$ cat src/rtl/period_meter.sv
// period_meter: measures the TICK period and its high time in CLOCK cycles.
// All state is updated on the falling edge of CLOCK. A period is reported
// only after two consecutive rising edges of TICK. If no edge arrives before
// the counter saturates, OVF is raised and the last good PERIOD is kept.
module period_meter #(
  parameter int W      = 16,
  parameter int EXPECT = 5
) (
  input  logic         CLOCK,
  input  logic         CLEAR,
  input  logic         TICK,
  output logic [W-1:0] PERIOD,
  output logic [W-1:0] HIGHW,
  output logic         VALID,
  output logic         OVF,
  output logic         MATCH
);

  localparam logic [W-1:0] CMAX  = '1;
  localparam logic [W-1:0] ONE   = W'(1);
  localparam logic [W-1:0] EXP_W = W'(EXPECT);

  typedef enum logic [1:0] {IDLE, MEASURE, OVER} state_t;

  state_t       state;
  logic         tick_d;
  logic [W-1:0] cnt;
  logic [W-1:0] hcnt;
  logic         edge_det;

  // A rising edge is TICK high now while the previous sample was low.
  // tick_d resets to 1, so TICK held high through CLEAR is not an edge.
  assign edge_det = TICK & ~tick_d;

  // MATCH follows the held period and is suppressed while overflowed.
  assign MATCH = (PERIOD == EXP_W) && !OVF;

  // Measurement FSM: count between rising edges, latch on edge, saturate on timeout.
  always_ff @(negedge CLOCK) begin
    if (CLEAR) begin
      state  <= IDLE;
      tick_d <= 1'b1;
      cnt    <= '0;
      hcnt   <= '0;
      PERIOD <= '0;
      HIGHW  <= '0;
      VALID  <= 1'b0;
      OVF    <= 1'b0;
    end else begin
      tick_d <= TICK;
      VALID  <= 1'b0;
      case (state)
        IDLE: begin
          // First edge only starts a measurement; nothing to report yet.
          if (edge_det) begin
            state <= MEASURE;
            cnt   <= ONE;
            hcnt  <= ONE;
          end
        end
        MEASURE: begin
          if (edge_det) begin
            PERIOD <= cnt;
            HIGHW  <= hcnt;
            VALID  <= 1'b1;
            OVF    <= 1'b0;
            cnt    <= ONE;
            hcnt   <= ONE;
          end else if (cnt == CMAX) begin
            // Counter full with no edge: hold counts, keep old results.
            state <= OVER;
            OVF   <= 1'b1;
          end else begin
            cnt <= cnt + ONE;
            // hcnt never exceeds cnt, but saturate anyway so it cannot wrap.
            if (TICK && (hcnt != CMAX)) hcnt <= hcnt + ONE;
          end
        end
        OVER: begin
          // Restart without reporting; OVF clears on the next VALID.
          if (edge_det) begin
            state <= MEASURE;
            cnt   <= ONE;
            hcnt  <= ONE;
          end
        end
        default: begin
          state <= IDLE;
        end
      endcase
    end
  end

endmodule

$ cat config.mk
export PLATFORM = sky130hd
export DESIGN_NAME = period_meter
export DESIGN_NICKNAME = d
export VERILOG_FILES = /design/src/rtl/period_meter.sv
export SDC_FILE = /design/constraint.sdc
export NUM_CORES = 1
export LEC_CHECK = 0
export ABC_CLOCK_PERIOD_IN_PS = 2960
export BUFFER_PORTS_ARGS = -buffer_cell sky130_fd_sc_hd__buf_2
export CAP_MARGIN = 10
export CORE_MARGIN = 1.5
export CORE_UTILIZATION = 34
export DETAILED_ROUTE_END_ITERATION = 6
export SLEW_MARGIN = 0
export SYNTH_ARGS = -nofsm -noshare
export SYNTH_HDL_FRONTEND = slang
export SYNTH_SLANG_ARGS = --single-unit
$ cat constraint.sdc
create_clock -name CLOCK -period 2.96 [get_ports CLOCK]
set_clock_uncertainty 0.2 [all_clocks]
set_input_delay 0.296 -clock CLOCK [delete_from_list [all_inputs] [get_ports CLOCK]]
set_output_delay 0.296 -clock CLOCK [all_outputs]
set_load 0.02 [all_outputs]
### After elaboration in Yosys (flattened, before gate mapping)

Index checks and enable logic that the tools add are counted.

* register bits: 69
* bits of input ports: 3
* output and inout bits: 35
* word-level logic and storage cells: 51

* $add $sub $neg: 2
* equal/unequal tests: 10
* mux-type cells: 15
* bitwise gates (word level): 3
* reduce and logical (&&, ||, !) cells: 13

Operator list (number)
* $mux W16: 6
* $pmux W16 S2: 2
* $add A16 B1 Y16 const B: 2
* $eq A16 B16 Y1 const B: 1
* $eq A16 B3 Y1 const B: 1
* $ne A16 B16 Y1 const B: 1
* $mux W2: 3
* $ne A3 B3 Y1 const B: 2
* $reduce_and A3 Y1: 2
* $ne A2 B2 Y1 const B: 2
* $pmux W2 S2: 1
* $reduce_and A2 Y1: 2
* $reduce_and A4 Y1: 1
* $reduce_bool A2 Y1: 2
* $reduce_or A2 Y1: 2
* $mux W1: 3
* $eq A2 B1 Y1 const B: 1
* $eq A2 B2 Y1 const B: 1
* $logic_and A1 B1 Y1: 2
* $logic_not A2 Y1: 1
* $ne A2 B1 Y1 const B: 1
* $not A1 Y1: 2
* $and A1 B1 Y1: 1
* $logic_not A1 Y1: 1

### Logic depth before layout (Yosys ltp)

* word-level depth: 6
* depth in mapped cells: 8
* mapped depth without buffers: 6

==> impl_metrics.csv <==
group,metric,value,unit
status,status,"finished with violations",
status,violations,"setup timing",
setup_path,worstSetupPathType,"reg2out",
timing,relSlewSlack,58.1,%
finish,layout.nets,543,
synth,ys_seq_area_share,43.9,%
global_routing,grt_pass1_vias,3438,
timing,rsz0062_at_grt,"true",
floorplan,core_region_area,8850,sq um
setup_path,arrival,2.95,ns
routing,wl_per_cell,13.9,microns
synth,synth-main-ff-cell,"dfxtp_1",
timing,hold_violations,0,
timing,whs,0.246,ns
setup_path,endpoint_kind,"output pin",
routing,routed_wl,9.04,mm
synth,synth_fp_nets,399,
synth,yosysTopAreaCell,"dfxtp_1",
cts,clk_latency,0.39,ns
power,p_switching,697,uW
synth,yosysWarnings,0,
cts,cts.reportedPaths.clkPinSlew,0.04,ns
finish,stdcell_count,650,
setup_path,endpoint,"MATCH",
global_routing,use_met2,27.7,%
global_routing,grt-ovfl-total,0,
setup_path,critPathLaunchType,"register",
cts,cts_buffers,9,
setup_path,required,2.46,ns
synth,ys_top_cells_by_area,"dfxtp_1 (44%), nand2_1 (10%), a21oi_1 (7.8%)",
placement,gp_congestion,0.854,
synth,ys_ff_latch,69,
global_routing,antenna_found_initial,0,
setup_path,cpPeakStageDelay,0.32,ns
flow_run,cap_violations,0,
global_routing,grt_usage,19.4,%
routing,viasPerCell,5.29,
finish,fill_cells,856,
routing,first_pass_iters,5,
global_routing,grt_pass1_wl,15.5,mm
timing,tightestPinTransition,0.625,ns
placement,port_buffers,37,
timing,finalWorstSetupSlack,-0.487,ns
cts,clock-sinks,69,
routing,drtIter0Drc,208,
power,internal-power,1500,uW
cts,htree_levels,3,
synth,synth.avg_cell_area,7.99,sq um
routing,drc_errors,0,
floorplan,die_x,99.2,microns
synth,synth.distinct_cells,48,
power,power_frac_clock,51.7,%
power,power,2200,uW
synth,synth_area,3150,sq um
power,combPwrFrac,5.4,%
timing,drv_slew,0,
floorplan,initial_core_util,35.6,%
worst_hold_path,hold_path.class,"reg2reg",
synth,synth-edff-count,0,
setup_path,crit_path_top_delay_cell,"dfxtp_2",
global_routing,grtUsageMet3,7.03,%
setup_path,r2r_setup_slack,0.53,ns
cts,clockRootBuffer,"clkbuf_8",
power,seqPwrFrac,42.9,%
setup_path,reg2reg_depth,7,
setup_path,cp_max_fo,2,
power,switching_share,31.7,%
floorplan,pin_count,38,
synth,syn_inst,394,
finish,final_area,4460,sq um
cts,cts_tree,"yes",
finish,drive_above_1_share,24.9,%
floorplan,fp.dieH,99.2,microns
timing,finalSetupViolCount,1,
cts,clockBufferDepth,2,
power,leakage,0.00204,uW
power,ir_drop,197,uV
global_routing,grt_max_degree,34,
power,p_per_area,493,nW/um^2
timing,setup_tns,-0.487,ns
setup_path,r2r-start,"cnt[1]",
routing,vias,3438,
setup_path,r2r_end,"cnt[14]",
placement,place_area,3840,sq um
placement,dp_hpwl,6.08,mm
synth,synthArstFlopShare,0,%
finish,num_antenna_cells,0,
setup_path,path_cells,"nor4b_4 > nand4_1 > nor4_4 > buf_4",
setup_path,critPathLaunch,"PERIOD[4]",
routing,ant_nets,0,
floorplan,rows,34,
placement,dp_cells,564,
global_routing,gr-usage-met1,25.6,%
global_routing,busiest_layer,"met2",
cts,cts_hold_buffers,0,
floorplan,dieArea,9840,sq um
synth,yosysTopAreaCellShare,43.9,%
finish,synthToLayoutAreaGrowth,41.7,%
==> state kept, by name (all words and copies together) (netlist names) <==
name    cells
HIGHW      16
PERIOD     16
cnt        16
hcnt       16
state       2
OVF         1
VALID       1
tick_d      1
==> cells in the final DEF (no fill, tap or decap), drive strengths merged, types with 2 or more instances in the layout <==
cell	n
a211o	4
a211oi	4
a21o	6
a21oi	50
a311oi	2
a31oi	7
a41oi	2
and2	4
and3	12
and4	5
buf	87
clkbuf	9
dfxtp	69
ha	2
inv	79
nand2	86
nand3	20
nand3b	6
nand4	8
nand4b	2
nor2	18
nor3	6
nor4	8
nor4b	2
o211a	2
o211ai	2
o21ai	18
o311ai	2
o41ai	3
or3	5
==> critical path: cells and delay by family, from the launching register on <==
kind / cells / cell delay (ns)
AND/OR/NAND/NOR: 3 / 0.59
buffers and inverters: 1 / 0.17
flip-flops: 1 / 0.32
==> kinds of logic after synthesis <==
| kind of cell | count (synthesis) | synth area share (%) |
|---|---|---|
| AO/OA/AOI/OAI | 108 | 21.6 |
| buffers and inverters | 28 | 3.90 |
| AND/OR/NAND/NOR | 187 | 29.8 |
| adder cells (fa/ha/maj) | 2 | 0.795 |
| flip-flops | 69 | 43.9 |
==> through the flow <==
stage | utilization (%) | setup slack [ns]
after floorplan | - | -0.147
after global placement | 43.4 | -0.274
after detailed placement | 43.4 | -0.296
after CTS | 49.3 | -0.539
after global routing | 50.4 | -0.604
final | 50.4 | -0.487
==> synthesized netlist by cell type (all sizes together) (5+ instances only) <==
cell type	instances
a21o	6
a21oi	50
a31oi	7
and3	12
and4	5
buf	5
clkbuf	17
dfxtp	69
inv	6
nand2	86
nand3	20
nand3b	6
nand4	8
nor2	18
nor3	6
nor4	8
o21ai	18
or3	5
==> repair_timing <==
action / in CTS / in global routing
pin swaps: 3 / 1
buffers inserted: 1 / 3
resized for setup: 27 / 21
setup endpoints to repair: 12 / 17
==> area by class of cell <==
type	instances	area [sq um]	share of cell area (%)
clock buffers	9	124	2.78
clock inverters	75	325	7.30
inverters	5	18.8	0.421
multi-input cells	297	1740	39.0
flip-flops and latches	69	1400	31.4
well taps	108	135	3.03
repair buffers	87	717	16.1
==> worst min-delay path by stage <==
stage	cells past startpoint	from	endpoint	slack (ns)
after floorplan	2	cnt[15]	PERIOD[15]	0.25
after global placement	2	HIGHW[15]	HIGHW[15]	0.24
after detailed placement	2	HIGHW[15]	HIGHW[15]	0.24
after CTS	2	HIGHW[15]	HIGHW[15]	0.25
after global routing	2	HIGHW[13]	HIGHW[13]	0.28
final	2	HIGHW[15]	HIGHW[15]	0.25
==> metal layers <==
layer  wire length, microns  share of wire, %
met5                      0                 0
met1                   4360                48
met4                    162               1.8
met3                    611               6.8
met2                   3910                43
==> power by group through the flow <==
stage	Combinational (uW)	Clock [uW]	Sequential, uW
floorplan	61.3	143	957
global placement	113	143	956
detailed placement	114	143	957
CTS	115	1180	943
global route	127	1310	941
finish	118	1140	944
Note: power is estimated with default switching activity, not from simulation.
